File: src/rtl/alu_result_fifo_if.sv
// Handshake and status bundle between the ALU result FIFO and its environment.
// The master side drives the upstream results, the consumer ready and the status clear.
interface alu_result_fifo_if #(
    parameter int WIDTH  = 4,
    parameter int ADDR_W = 2,
    parameter int CNT_W  = 8
);
    logic              i_valid;
    logic [1:0]        i_op;
    logic [WIDTH-1:0]  i_y;
    logic              i_overflow;
    logic              i_err;
    logic              o_ready;
    logic              o_valid;
    logic              i_ready;
    logic [1:0]        o_op;
    logic [WIDTH-1:0]  o_y;
    logic              o_overflow;
    logic              o_err;
    logic [ADDR_W:0]   o_count;
    logic              i_clr_status;
    logic              o_sticky_overflow;
    logic              o_sticky_err;
    logic [CNT_W-1:0]  o_err_cnt;

    modport master (
        output i_valid, i_op, i_y, i_overflow, i_err, i_ready, i_clr_status,
        input  o_ready, o_valid, o_op, o_y, o_overflow, o_err, o_count,
               o_sticky_overflow, o_sticky_err, o_err_cnt
    );

    modport slave (
        input  i_valid, i_op, i_y, i_overflow, i_err, i_ready, i_clr_status,
        output o_ready, o_valid, o_op, o_y, o_overflow, o_err, o_count,
               o_sticky_overflow, o_sticky_err, o_err_cnt
    );
endinterface

File: src/rtl/alu_result_fifo.sv
// Show-ahead FIFO capturing ALU results with opcode, plus sticky status flags
// and a saturating error counter covering every accepted entry.
module alu_result_fifo #(
    parameter int WIDTH  = 4,
    parameter int ADDR_W = 2,
    parameter int CNT_W  = 8
) (
    input  logic             i_clk,
    input  logic             i_rst,
    alu_result_fifo_if.slave bus
);
    localparam int DEPTH = 1 << ADDR_W;
    localparam int ENT_W = 2 + WIDTH + 2;
    localparam logic [CNT_W-1:0]  CNT_MAX = {CNT_W{1'b1}};
    localparam logic [ADDR_W:0]   PTR_ONE = {{ADDR_W{1'b0}}, 1'b1};
    localparam logic [CNT_W-1:0]  CNT_ONE = {{(CNT_W-1){1'b0}}, 1'b1};

    logic [ENT_W-1:0] mem_r [DEPTH];
    logic [ADDR_W:0]  wr_ptr_r;
    logic [ADDR_W:0]  rd_ptr_r;
    logic [ADDR_W:0]  count_s;
    logic             empty_s;
    logic             full_s;
    logic             ready_s;
    logic             push_s;
    logic             pop_s;
    logic [ENT_W-1:0] entry_s;
    logic [ENT_W-1:0] head_s;
    logic             sticky_ovf_r;
    logic             sticky_err_r;
    logic [CNT_W-1:0] err_cnt_r;

    // Occupancy, handshake qualification and head selection from the pointer registers.
    always_comb begin
        count_s = wr_ptr_r - rd_ptr_r;
        empty_s = (wr_ptr_r == rd_ptr_r);
        full_s  = (wr_ptr_r[ADDR_W] != rd_ptr_r[ADDR_W]) &&
                  (wr_ptr_r[ADDR_W-1:0] == rd_ptr_r[ADDR_W-1:0]);
        ready_s = ~full_s & ~i_rst;
        push_s  = bus.i_valid & ready_s;
        pop_s   = ~empty_s & bus.i_ready;
        entry_s = {bus.i_op, bus.i_y, bus.i_overflow, bus.i_err};
        if (empty_s) begin
            head_s = '0;
        end else begin
            head_s = mem_r[rd_ptr_r[ADDR_W-1:0]];
        end
    end

    // Read/write pointers; the extra MSB separates full from empty.
    always_ff @(posedge i_clk or posedge i_rst) begin
        if (i_rst) begin
            wr_ptr_r <= '0;
            rd_ptr_r <= '0;
        end else begin
            if (push_s) begin
                wr_ptr_r <= wr_ptr_r + PTR_ONE;
            end else begin
                wr_ptr_r <= wr_ptr_r;
            end
            if (pop_s) begin
                rd_ptr_r <= rd_ptr_r + PTR_ONE;
            end else begin
                rd_ptr_r <= rd_ptr_r;
            end
        end
    end

    // Entry storage; contents are only meaningful between the pointers, so no reset.
    always_ff @(posedge i_clk) begin
        if (push_s) begin
            mem_r[wr_ptr_r[ADDR_W-1:0]] <= entry_s;
        end
    end

    // Sticky flags and saturating error count; a push on a clearing edge still counts.
    always_ff @(posedge i_clk or posedge i_rst) begin
        if (i_rst) begin
            sticky_ovf_r <= 1'b0;
            sticky_err_r <= 1'b0;
            err_cnt_r    <= '0;
        end else if (bus.i_clr_status) begin
            sticky_ovf_r <= push_s & bus.i_overflow;
            sticky_err_r <= push_s & bus.i_err;
            err_cnt_r    <= (push_s & bus.i_err) ? CNT_ONE : '0;
        end else if (push_s) begin
            sticky_ovf_r <= sticky_ovf_r | bus.i_overflow;
            sticky_err_r <= sticky_err_r | bus.i_err;
            if (bus.i_err && (err_cnt_r != CNT_MAX)) begin
                err_cnt_r <= err_cnt_r + CNT_ONE;
            end else begin
                err_cnt_r <= err_cnt_r;
            end
        end else begin
            sticky_ovf_r <= sticky_ovf_r;
            sticky_err_r <= sticky_err_r;
            err_cnt_r    <= err_cnt_r;
        end
    end

    assign bus.o_ready           = ready_s;
    assign bus.o_valid           = ~empty_s;
    assign bus.o_count           = count_s;
    assign bus.o_op              = head_s[ENT_W-1 -: 2];
    assign bus.o_y               = head_s[WIDTH+1:2];
    assign bus.o_overflow        = head_s[1];
    assign bus.o_err             = head_s[0];
    assign bus.o_sticky_overflow = sticky_ovf_r;
    assign bus.o_sticky_err      = sticky_err_r;
    assign bus.o_err_cnt         = err_cnt_r;
endmodule
File: src/flat_wrapper.sv
// flat-port wrapper written by rule: the top's interface ports become plain ports
module alu_result_fifo_flat 
#(
    parameter int WIDTH  = 4,
    parameter int ADDR_W = 2,
    parameter int CNT_W  = 8
)
  (i_clk, i_rst, bus_i_valid, bus_i_op, bus_i_y, bus_i_overflow, bus_i_err, bus_i_ready, bus_i_clr_status, bus_o_ready, bus_o_valid, bus_o_op, bus_o_y, bus_o_overflow, bus_o_err, bus_o_count, bus_o_sticky_overflow, bus_o_sticky_err, bus_o_err_cnt);
  alu_result_fifo_if #(.WIDTH(WIDTH), .ADDR_W(ADDR_W), .CNT_W(CNT_W)) bus_i ();
  input  logic i_clk;
  input  logic i_rst;
  input wire logic [$bits(bus_i.i_valid)-1:0] bus_i_valid;
  input wire logic [$bits(bus_i.i_op)-1:0] bus_i_op;
  input wire logic [$bits(bus_i.i_y)-1:0] bus_i_y;
  input wire logic [$bits(bus_i.i_overflow)-1:0] bus_i_overflow;
  input wire logic [$bits(bus_i.i_err)-1:0] bus_i_err;
  input wire logic [$bits(bus_i.i_ready)-1:0] bus_i_ready;
  input wire logic [$bits(bus_i.i_clr_status)-1:0] bus_i_clr_status;
  output wire logic [$bits(bus_i.o_ready)-1:0] bus_o_ready;
  output wire logic [$bits(bus_i.o_valid)-1:0] bus_o_valid;
  output wire logic [$bits(bus_i.o_op)-1:0] bus_o_op;
  output wire logic [$bits(bus_i.o_y)-1:0] bus_o_y;
  output wire logic [$bits(bus_i.o_overflow)-1:0] bus_o_overflow;
  output wire logic [$bits(bus_i.o_err)-1:0] bus_o_err;
  output wire logic [$bits(bus_i.o_count)-1:0] bus_o_count;
  output wire logic [$bits(bus_i.o_sticky_overflow)-1:0] bus_o_sticky_overflow;
  output wire logic [$bits(bus_i.o_sticky_err)-1:0] bus_o_sticky_err;
  output wire logic [$bits(bus_i.o_err_cnt)-1:0] bus_o_err_cnt;
  assign bus_i.i_valid = bus_i_valid;
  assign bus_i.i_op = bus_i_op;
  assign bus_i.i_y = bus_i_y;
  assign bus_i.i_overflow = bus_i_overflow;
  assign bus_i.i_err = bus_i_err;
  assign bus_i.i_ready = bus_i_ready;
  assign bus_i.i_clr_status = bus_i_clr_status;
  assign bus_o_ready = bus_i.o_ready;
  assign bus_o_valid = bus_i.o_valid;
  assign bus_o_op = bus_i.o_op;
  assign bus_o_y = bus_i.o_y;
  assign bus_o_overflow = bus_i.o_overflow;
  assign bus_o_err = bus_i.o_err;
  assign bus_o_count = bus_i.o_count;
  assign bus_o_sticky_overflow = bus_i.o_sticky_overflow;
  assign bus_o_sticky_err = bus_i.o_sticky_err;
  assign bus_o_err_cnt = bus_i.o_err_cnt;
  alu_result_fifo #(.WIDTH(WIDTH), .ADDR_W(ADDR_W), .CNT_W(CNT_W)) u_core (.i_clk(i_clk), .i_rst(i_rst), .bus(bus_i));
endmodule
File: config.mk
export PLATFORM = sky130hd
export DESIGN_NAME = alu_result_fifo_flat
export DESIGN_NICKNAME = d
export VERILOG_FILES = /design/src/rtl/alu_result_fifo_if.sv /design/src/rtl/alu_result_fifo.sv /design/src/flat_wrapper.sv
export SDC_FILE = /design/constraint.sdc
export NUM_CORES = 1
export LEC_CHECK = 0
export ABC_AREA = 1
export CAP_MARGIN = 30
export CORE_MARGIN = 4
export CORE_UTILIZATION = 30
export DETAILED_ROUTE_END_ITERATION = 12
export PLACE_DENSITY = 0.5
export SYNTH_ARGS = -nofsm -noshare
export SYNTH_HDL_FRONTEND = slang
export SYNTH_SLANG_ARGS = --single-unit
File: constraint.sdc
create_clock -name i_clk -period 5.9 [get_ports i_clk]
set_clock_uncertainty 0.1 [all_clocks]
set_input_delay 1.18 -clock i_clk [delete_from_list [all_inputs] [get_ports i_clk]]
set_output_delay 1.18 -clock i_clk [all_outputs]
set_load 0.02 [all_outputs]
After elaboration in Yosys (flattened, before gate mapping)
Memories as Yosys holds them, arrays and structs flattened.
Cells that the tools add are included.
{"block": "totals", "in_bits": 13, "ram_bits": 32, "out_inout_bits": 23, "reg_bits": 16, "n_memories": 1}
{"name": "u_core.mem_r", "words": 4, "word_bits": 8, "rd": 1, "rd_ports_with_merged_regs": 0, "wr": 1, "line_no": "alu_result_fifo.sv:18", "text": "logic [ENT_W-1:0] mem_r [DEPTH];"}
{"block": "classes", "muxes": 11, "n_reduce_logical": 5, "add_sub_neg": 4, "eq_ne": 4, "bitwise": 10}
{"operator": "8-bit 2-to-1 mux", "count": 4}
{"operator": "8-bit by 1-bit adder with 8-bit output (second input constant)", "count": 1}
{"operator": "8-bit inequality test (second input constant)", "count": 1}
{"operator": "1-bit 2-to-1 mux", "count": 7}
{"operator": "3-bit by 1-bit adder with 3-bit output (second input constant)", "count": 2}
{"operator": "1-bit AND", "count": 5}
{"operator": "2-bit nonzero test", "count": 2}
{"operator": "3-bit == test", "count": 1}
{"operator": "1-bit inverter", "count": 3}
{"operator": "3-bit subtractor", "count": 1}
{"operator": "2-bit == test", "count": 1}
{"operator": "1-bit logical AND", "count": 2}
{"operator": "1-bit OR", "count": 2}
{"operator": "2-bit AND reduction", "count": 1}
{"operator": "1-bit inequality test", "count": 1}

Depth between registers and ports, before layout
Gate-level depths: netlist (run 1).
{"block": "logic_depth", "word_depth": 8, "depth_mapped": 11, "depth_no_buf": 10}

Worst setup path after synthesis (run 1)
Ideal clock, no wire load.
{"block": "synth_path", "path_type": "reg2out", "from": "reg u_core.rd_ptr_r[1]", "to": "out bus_o_ready", "required_time_ns": 4.620, "stages_incl_launch_ff": 7, "arrival_ns": 1.653, "path_slack_ns": 2.967, "path_cell_list": "dfrtp_1 -> buf_4 -> clkinv_1 -> ha_1 -> nand2_1 -> inv_2 -> a21oi_1"}
{"block": "synth_between", "elab_chain_cells": 4}
{"element": "start: declaration", "line_no": "alu_result_fifo.sv:20", "text": "logic [ADDR_W:0] rd_ptr_r;"}
{"element": "start signal: assignment", "line_no": "alu_result_fifo.sv:62", "text": "rd_ptr_r <= rd_ptr_r + PTR_ONE;"}
{"element": "start signal: assignment", "line_no": "alu_result_fifo.sv:64", "text": "rd_ptr_r <= rd_ptr_r;"}
{"element": "2-bit == test", "line_no": "alu_result_fifo.sv:38", "text": "(wr_ptr_r[ADDR_W-1:0] == rd_ptr_r[ADDR_W-1:0]);"}
{"element": "1-bit logical AND", "line_no": "alu_result_fifo.sv:37", "text": "full_s = (wr_ptr_r[ADDR_W] != rd_ptr_r[ADDR_W]) &&"}
{"element": "1-bit inverter", "line_no": "alu_result_fifo.sv:39", "text": "ready_s = ~full_s & ~i_rst;"}
{"element": "1-bit AND", "line_no": "alu_result_fifo.sv:39"}
{"element": "end: declaration", "line_no": "flat_wrapper.sv:19", "text": "output wire logic [$bits(bus_i.o_ready)-1:0] bus_o_ready;"}
Every way passes these cells.

Final worst setup path (run 1)
{"block": "layout_path", "from": "reg u_core.rd_ptr_r[1]", "to": "out bus_o_err"}
{"block": "layout_between", "elab_chain_cells": 2, "elab_cells_between_ends": 3, "cone_classes": "eq/ne: 1; mux: 1; memory: 1"}
{"element": "memory 4 x 8 bit / 3-bit == test (equally long branches)"}
{"element": "8-bit 2-to-1 mux (*)", "line_no": "alu_result_fifo.sv:43", "text": "if (empty_s) begin"}
{"element": "end: declaration", "line_no": "flat_wrapper.sv:24", "text": "output wire logic [$bits(bus_i.o_err)-1:0] bus_o_err;"}
Every way passes the cells marked *; elsewhere a longest branch is shown, timed or not.

==> results of run 1 <==
## flip-flops by register name, indices dropped and copies added (netlist names)
signal and flops:
u_core.bus.o_sticky_err 1, u_core.rd_ptr_r 3, u_core.mem_r 32, u_core.wr_ptr_r 3
u_core.bus.o_sticky_overflow 1, u_core.bus.o_err_cnt 8
## through the flow
stage	cell area, µm²	cells	utilization (%)	hold slack [ps]	setup slack, ps
6_report	2870	374	38.8	441	1690
5_1_grt	2870	374	38.8	491	1490
4_1_cts	2870	374	38.8	441	1630
3_5_place_dp	2760	366	37.3	417	1970
3_3_place_gp	2760	366	37.3	418	1970
2_1_floorplan	2320	237	-	386	2970
## path summary, 6_finish.rpt
| check | end | slack, ps |
|---|---|---|
| max reg2reg | u_core.mem_r[0][1] | 2720 |
| min | u_core.bus.o_sticky_overflow | 440 |
| min reg2reg | u_core.bus.o_sticky_overflow | 440 |
| max in group asynchronous | u_core.bus.o_sticky_overflow | 4010 |
| max | bus_o_err | 1690 |
| min in group asynchronous | u_core.rd_ptr_r[2] | 1230 |
## kinds of logic (layout without fill, tap and decap cells)
kind of cell | count (synthesis) | count (layout) | synth area share (%)
compound gates | 32 | 32 | 7.00
flops | 48 | 48 | 58.6
xor+xnor | 5 | 5 | 1.88
simple gates | 114 | 114 | 22.0
buf+inv | 29 | 67 | 5.38
fa+ha+maj | 9 | 9 | 5.17
## critical path, delay by kind of cell, from the launching register on
family / cells / cell delay, ps
buffers and inverters: 2 / 1090
adders and majority gates: 1 / 410
AOI/OAI and AO/OA: 1 / 200
DFF: 1 / 650
and+or+nand+nor: 2 / 280
## layout make-up
| class | count | area (µm²) | area share (%) |
|---|---|---|---|
| sequential | 48 | 1360 | 47.4 |
| multi-input combinational | 160 | 838 | 29.2 |
| timing repair buffer | 35 | 350 | 12.2 |
| tap | 99 | 124 | 4.31 |
| inverter | 24 | 90.1 | 3.14 |
| clock buffer | 6 | 72.6 | 2.53 |
| clock inverter | 2 | 35.0 | 1.22 |
## routing by layer
metal / vias up / track usage, % / share of wire, %
li1: 841 / - / -
met2: 30 / 18.9 / 46
met3: 5 / 3.21 / 3.5
met4: 0 / 3.20 / 0.98
met5: - / 0 / 0
met1: 727 / 15.3 / 49
## power breakdown
| part | total (W) | switching (W) | internal [W] |
|---|---|---|---|
| clock | 0.000230 | 0.000105 | 0.000126 |
| combinational | 0.000665 | 0.000383 | 0.000282 |
| sequential | 0.000479 | 0.0000641 | 0.000415 |
## layout by cell type (no fill, tap or decap), types with 2 or more instances in the layout
cell / n
nand2_1: 44
a21oi_1: 11
nand3_1: 9
nor2_1: 50
inv_2: 2
nand2_2: 2
dfrtp_1: 16
xor2_1: 5
nand2_4: 4
ha_1: 8
edfxtp_1: 32
o21ai_0: 20
inv_1: 21
clkdlybuf4s50_1: 35
clkbuf_8: 5
==> flow_summary.yaml, run 1 <==
sta:
  fmax_mhz: 237
  finalCritPeriodShare_pct: 71.4
  final.setup.tns_ps: 0
  tightest_slew_ps: 855
  period_needed_ps: 4210
  finalSetupViolations: 0
  finalHoldViolCount: 0
  grt_setup_unrepaired: "false"
  slew_headroom_pct: 42.8
  drv_slew: 0
floorplanning:
  die_w_um: 96.0
  std_cell_rows: 31
  die_area_mm2: 0.00922
  core_area_mm2: 0.00741
  die_height_um: 96.0
  start_util_pct: 31.4
  io_pins: 36
placement:
  hpwl_mm: 3.37
  gp_congestion: 0.849
  numPortBuffers: 35
clock_tree:
  cts_max_level: 2
  clkSlewWorstSetupHoldPaths_ps: 80
  cts_tree: "built"
  clock_path_buffers: 2
  cts-resized-gates: 0
  numCtsBuffers: 5
  insertion_delay_ps: 290
  clock-root-buffer: "clkbuf_8"
  cts_hold_buf: 0
  cts_sinks: 48
  post_cts_buffers: 0
synthesis:
  async_flop_share_pct: 33.3
  synth_common_cells: "nor2_1, nand2_1, edfxtp_1"
  yosysUniqueCellTypes: 25
  synth-edff-count: 32
  synth_most_common_cell: "nor2_1"
  synthCells: 237
  ys_seq_elements: 48
  synthFlopType: "edfxtp_1"
  yosys.area.top_type_share_pct: 41.3
  ys_seq_area_share_pct: 58.6
  synth_largest_area_cell: "edfxtp_1"
  yosys_warnings: 0
  avgSynthCellArea_um2: 9.81
  ys_top_cells_by_area: "edfxtp_1, dfrtp_1, nor2_1"
  synth_nets: 259
  netlist_area_mm2: 0.00232
cells_and_area:
  area_delta_synth_final_pct: 23.5
  drive_gt1_share_pct: 6.55
  nFillCells: 725
  antenna_cells: 0
  final_nets: 296
flow_run:
  cap_violations: 0
route:
  postRouteAntennaNets: 0
  routedWlPerCell_um: 13.1
  remaining_drc_errors: 0
  initialDrtViolationCount: 62
  via_count: 1603
  first_pass_iters: 4
  vias_per_cell: 4.29
  routed_wl_mm: 4.89
pwr:
  total_power_w: 0.00137
  ir_drop_mv: 0.127
  power_density_mw_per_mm2: 479
  p_leak_nw: 1.16
global_route:
  grt_usage_pct: 11.6
  antenna_found_initial: 0
  grt_max_degree: 21
  overflow: 0
  grt_first_pass_wirelength_mm: 7.98
  grt_pass1_vias: 1561
setup_path:
  reg2regPathDepth: 7
  r2r_start: "u_core.rd_ptr_r[1]"
  crit_path_end_kind: "output pin"
  path_class: "reg -> out"
  crit_required_ps: 4620
  path_max_fanout: 11
  slowest_stage: "dfrtp_1"
  arrival_ps: 2930
  path_cells: "clkinv_1 > ha_1 > nand2_1 > nor2_8 > a21oi_1 > clkdlybuf4s50_1"
  worst_setup_path_start_kind: "flip-flop"
  cp-startpoint: "u_core.rd_ptr_r[1]"
  max_stage_delay_ps: 650
hold_path:
  hold_path_startpoint: "u_core.bus.o_sticky_overflow"
  min_path_type: "reg -> reg"
  hold_path_depth: 2
status:
  outcome: "complete, no violations"
No activity file was read; power rests on OpenSTA's default activity.
==> run 2: changes to the inputs <==
--- a/config.mk
+++ b/config.mk
@@ -10,7 +10,7 @@
 export CORE_MARGIN = 4
 export CORE_UTILIZATION = 30
 export DETAILED_ROUTE_END_ITERATION = 12
-export PLACE_DENSITY = 0.5
+export PLACE_DENSITY = 0.51
 export SYNTH_ARGS = -nofsm -noshare
 export SYNTH_HDL_FRONTEND = slang
 export SYNTH_SLANG_ARGS = --single-unit
==> constraint.sdc (replaced) <==
create_clock -name i_clk -period 3.7 [get_ports i_clk]
set_clock_uncertainty 0.1 [all_clocks]
set_input_delay 0.74 -clock i_clk [delete_from_list [all_inputs] [get_ports i_clk]]
set_output_delay 0.74 -clock i_clk [all_outputs]
set_load 0.02 [all_outputs]
==> run 2 against run 1 <==
Wire length increased by 0.80%. Sequential power rose by 58%. Cell count up 2.1%. First-iteration DRC count decreased by 40%. Worst hold slack worse by 8.1 ps. Clock power is 67% higher. Cell area increased by 2.4%. Largest power group unchanged. Combinational power up 62%. Global-route usage rose by 0.19 points.
==> flow_summary.yaml, run 2 (synthesis gave the netlist of run 1 again) <==
sta:
  final.setup.tns_ps: 0
  finalCritPeriodShare_pct: 90.8
  finalSetupViolations: 0
  drv_slew: 0
  grt_setup_unrepaired: "false"
  tightest_slew_ps: 716
  slew_headroom_pct: 52.3
  finalHoldViolCount: 0
  period_needed_ps: 3360
  fmax_mhz: 298
  fin_hold_ws_ps: 433
pwr:
  ir_drop_mv: 0.192
  power_density_mw_per_mm2: 756
  p_leak_nw: 1.20
setup_path:
  arrival_ps: 2520
  path_cells: "ha_1 > nand2_1 > nor2_8 > a21oi_1 > clkdlybuf4s50_1"
  path_max_fanout: 20
  r2r_start: "u_core.rd_ptr_r[0]"
  worst_setup_path_start_kind: "flip-flop"
  slowest_stage: "dfrtp_1"
  crit_path_end_kind: "output pin"
  max_stage_delay_ps: 810
  cp-startpoint: "u_core.rd_ptr_r[0]"
  path_class: "reg -> out"
  crit_required_ps: 2860
route:
  vias_per_cell: 4.36
  initialDrtViolationCount: 37
  first_pass_iters: 4
  routedWlPerCell_um: 12.9
  remaining_drc_errors: 0
  routed_wl_mm: 4.93
  postRouteAntennaNets: 0
  via_count: 1664
clock_tree:
  post_cts_buffers: 0
  cts_tree: "built"
  cts_sinks: 48
  clkSlewWorstSetupHoldPaths_ps: 90
  clock_path_buffers: 2
  numCtsBuffers: 5
  insertion_delay_ps: 290
  cts_hold_buf: 0
  cts_max_level: 2
  cts-resized-gates: 0
  clock-root-buffer: "clkbuf_8"
hold_path:
  min_path_type: "reg -> reg"
  hold_path_startpoint: "u_core.wr_ptr_r[2]"
floorplanning:
  core_area_mm2: 0.00741
  die_w_um: 96.0
  die_height_um: 96.0
  die_area_mm2: 0.00922
  start_util_pct: 31.4
  io_pins: 36
  std_cell_rows: 31
cells_and_area:
  final_nets: 304
  final_common_cell: "nor2_1"
  utilization_pct: 39.7
  drive_gt1_share_pct: 9.54
  area_delta_synth_final_pct: 26.4
  largest_reg_flops: 32
  final_cell_mix: "nor2_1, nand2_1, clkdlybuf4s50_1"
  antenna_cells: 0
global_route:
  grt_max_degree: 21
  overflow: 0
  antenna_found_initial: 0
  grt_usage_pct: 11.8
  grt_pass1_vias: 1764
  grt_first_pass_wirelength_mm: 8.43
placement:
  hpwl_mm: 3.46
  numPortBuffers: 35
  gp_congestion: 0.826
flow_run:
  cap_violations: 0
status:
  outcome: "complete, no violations"
[run 2: cell count changes in the layout (fill, tap and decap cells not counted)]
cell	change
buf_4	+8
clkbuf_1	-1
clkinv_2	-1
clkinvlp_4	+1
inv_6	+1
[run 2: report_power, final]
part	leakage (nW)	switching (W)	internal, W
logic	0.653	0.000614	0.000467
registers	0.497	0.0000969	0.000661
clock network	0.0548	0.000179	0.000204
total	1.20	0.000890	0.00133
[run 2: area by class of cell]
type / count / area (µm²)
well taps: 99 / 124
fillers: 740 / 4470
multi-input cells: 160 / 838
flip-flops and latches: 48 / 1360
clock inverters: 3 / 46.3
inverters: 24 / 90.1
clock buffers: 5 / 68.8
repair buffers: 43 / 410
[run 2: layer usage]
| layer | up-vias | wire, µm | GRT usage, % |
|---|---|---|---|
| met4 | 0 | 53 | 3.20 |
| li1 | 853 | - | - |
| met3 | 5 | 233 | 2.42 |
| met5 | - | 0 | 0 |
| met2 | 35 | 2320 | 20.1 |
| met1 | 771 | 2310 | 15.3 |
[run 2: path summary, 6_finish.rpt]
kind | end | slack [ps] | cells past startpoint
max in group asynchronous | u_core.bus.o_sticky_overflow | 2590 | 3
max reg2reg | u_core.mem_r[2][2] | 1110 | 7
max | bus_o_err | 340 | 5
min | u_core.wr_ptr_r[2] | 430 | 2
min reg2reg | u_core.wr_ptr_r[2] | 430 | 2
min in group asynchronous | u_core.rd_ptr_r[2] | 700 | 3
[run 2: critical path: cells and delay by family, from the launching register on]
family	cells	cell delay, ps
flops	1	810
fa+ha+maj	1	360
simple gates	2	300
buf+inv	1	620
compound gates	1	140
[run 2: stage by stage]
| stage | cell area (µm²) | instances | power [W] | setup slack (ps) |
|---|---|---|---|---|
| after global routing | 2940 | 382 | 0.00241 | 162 |
| after CTS | 2940 | 382 | 0.00226 | 331 |
| final | 2940 | 382 | 0.00222 | 341 |
| after floorplan | 2320 | 237 | 0.00142 | 1210 |
| after global placement | 2820 | 374 | 0.00187 | 721 |
| after detailed placement | 2820 | 374 | 0.00187 | 668 |
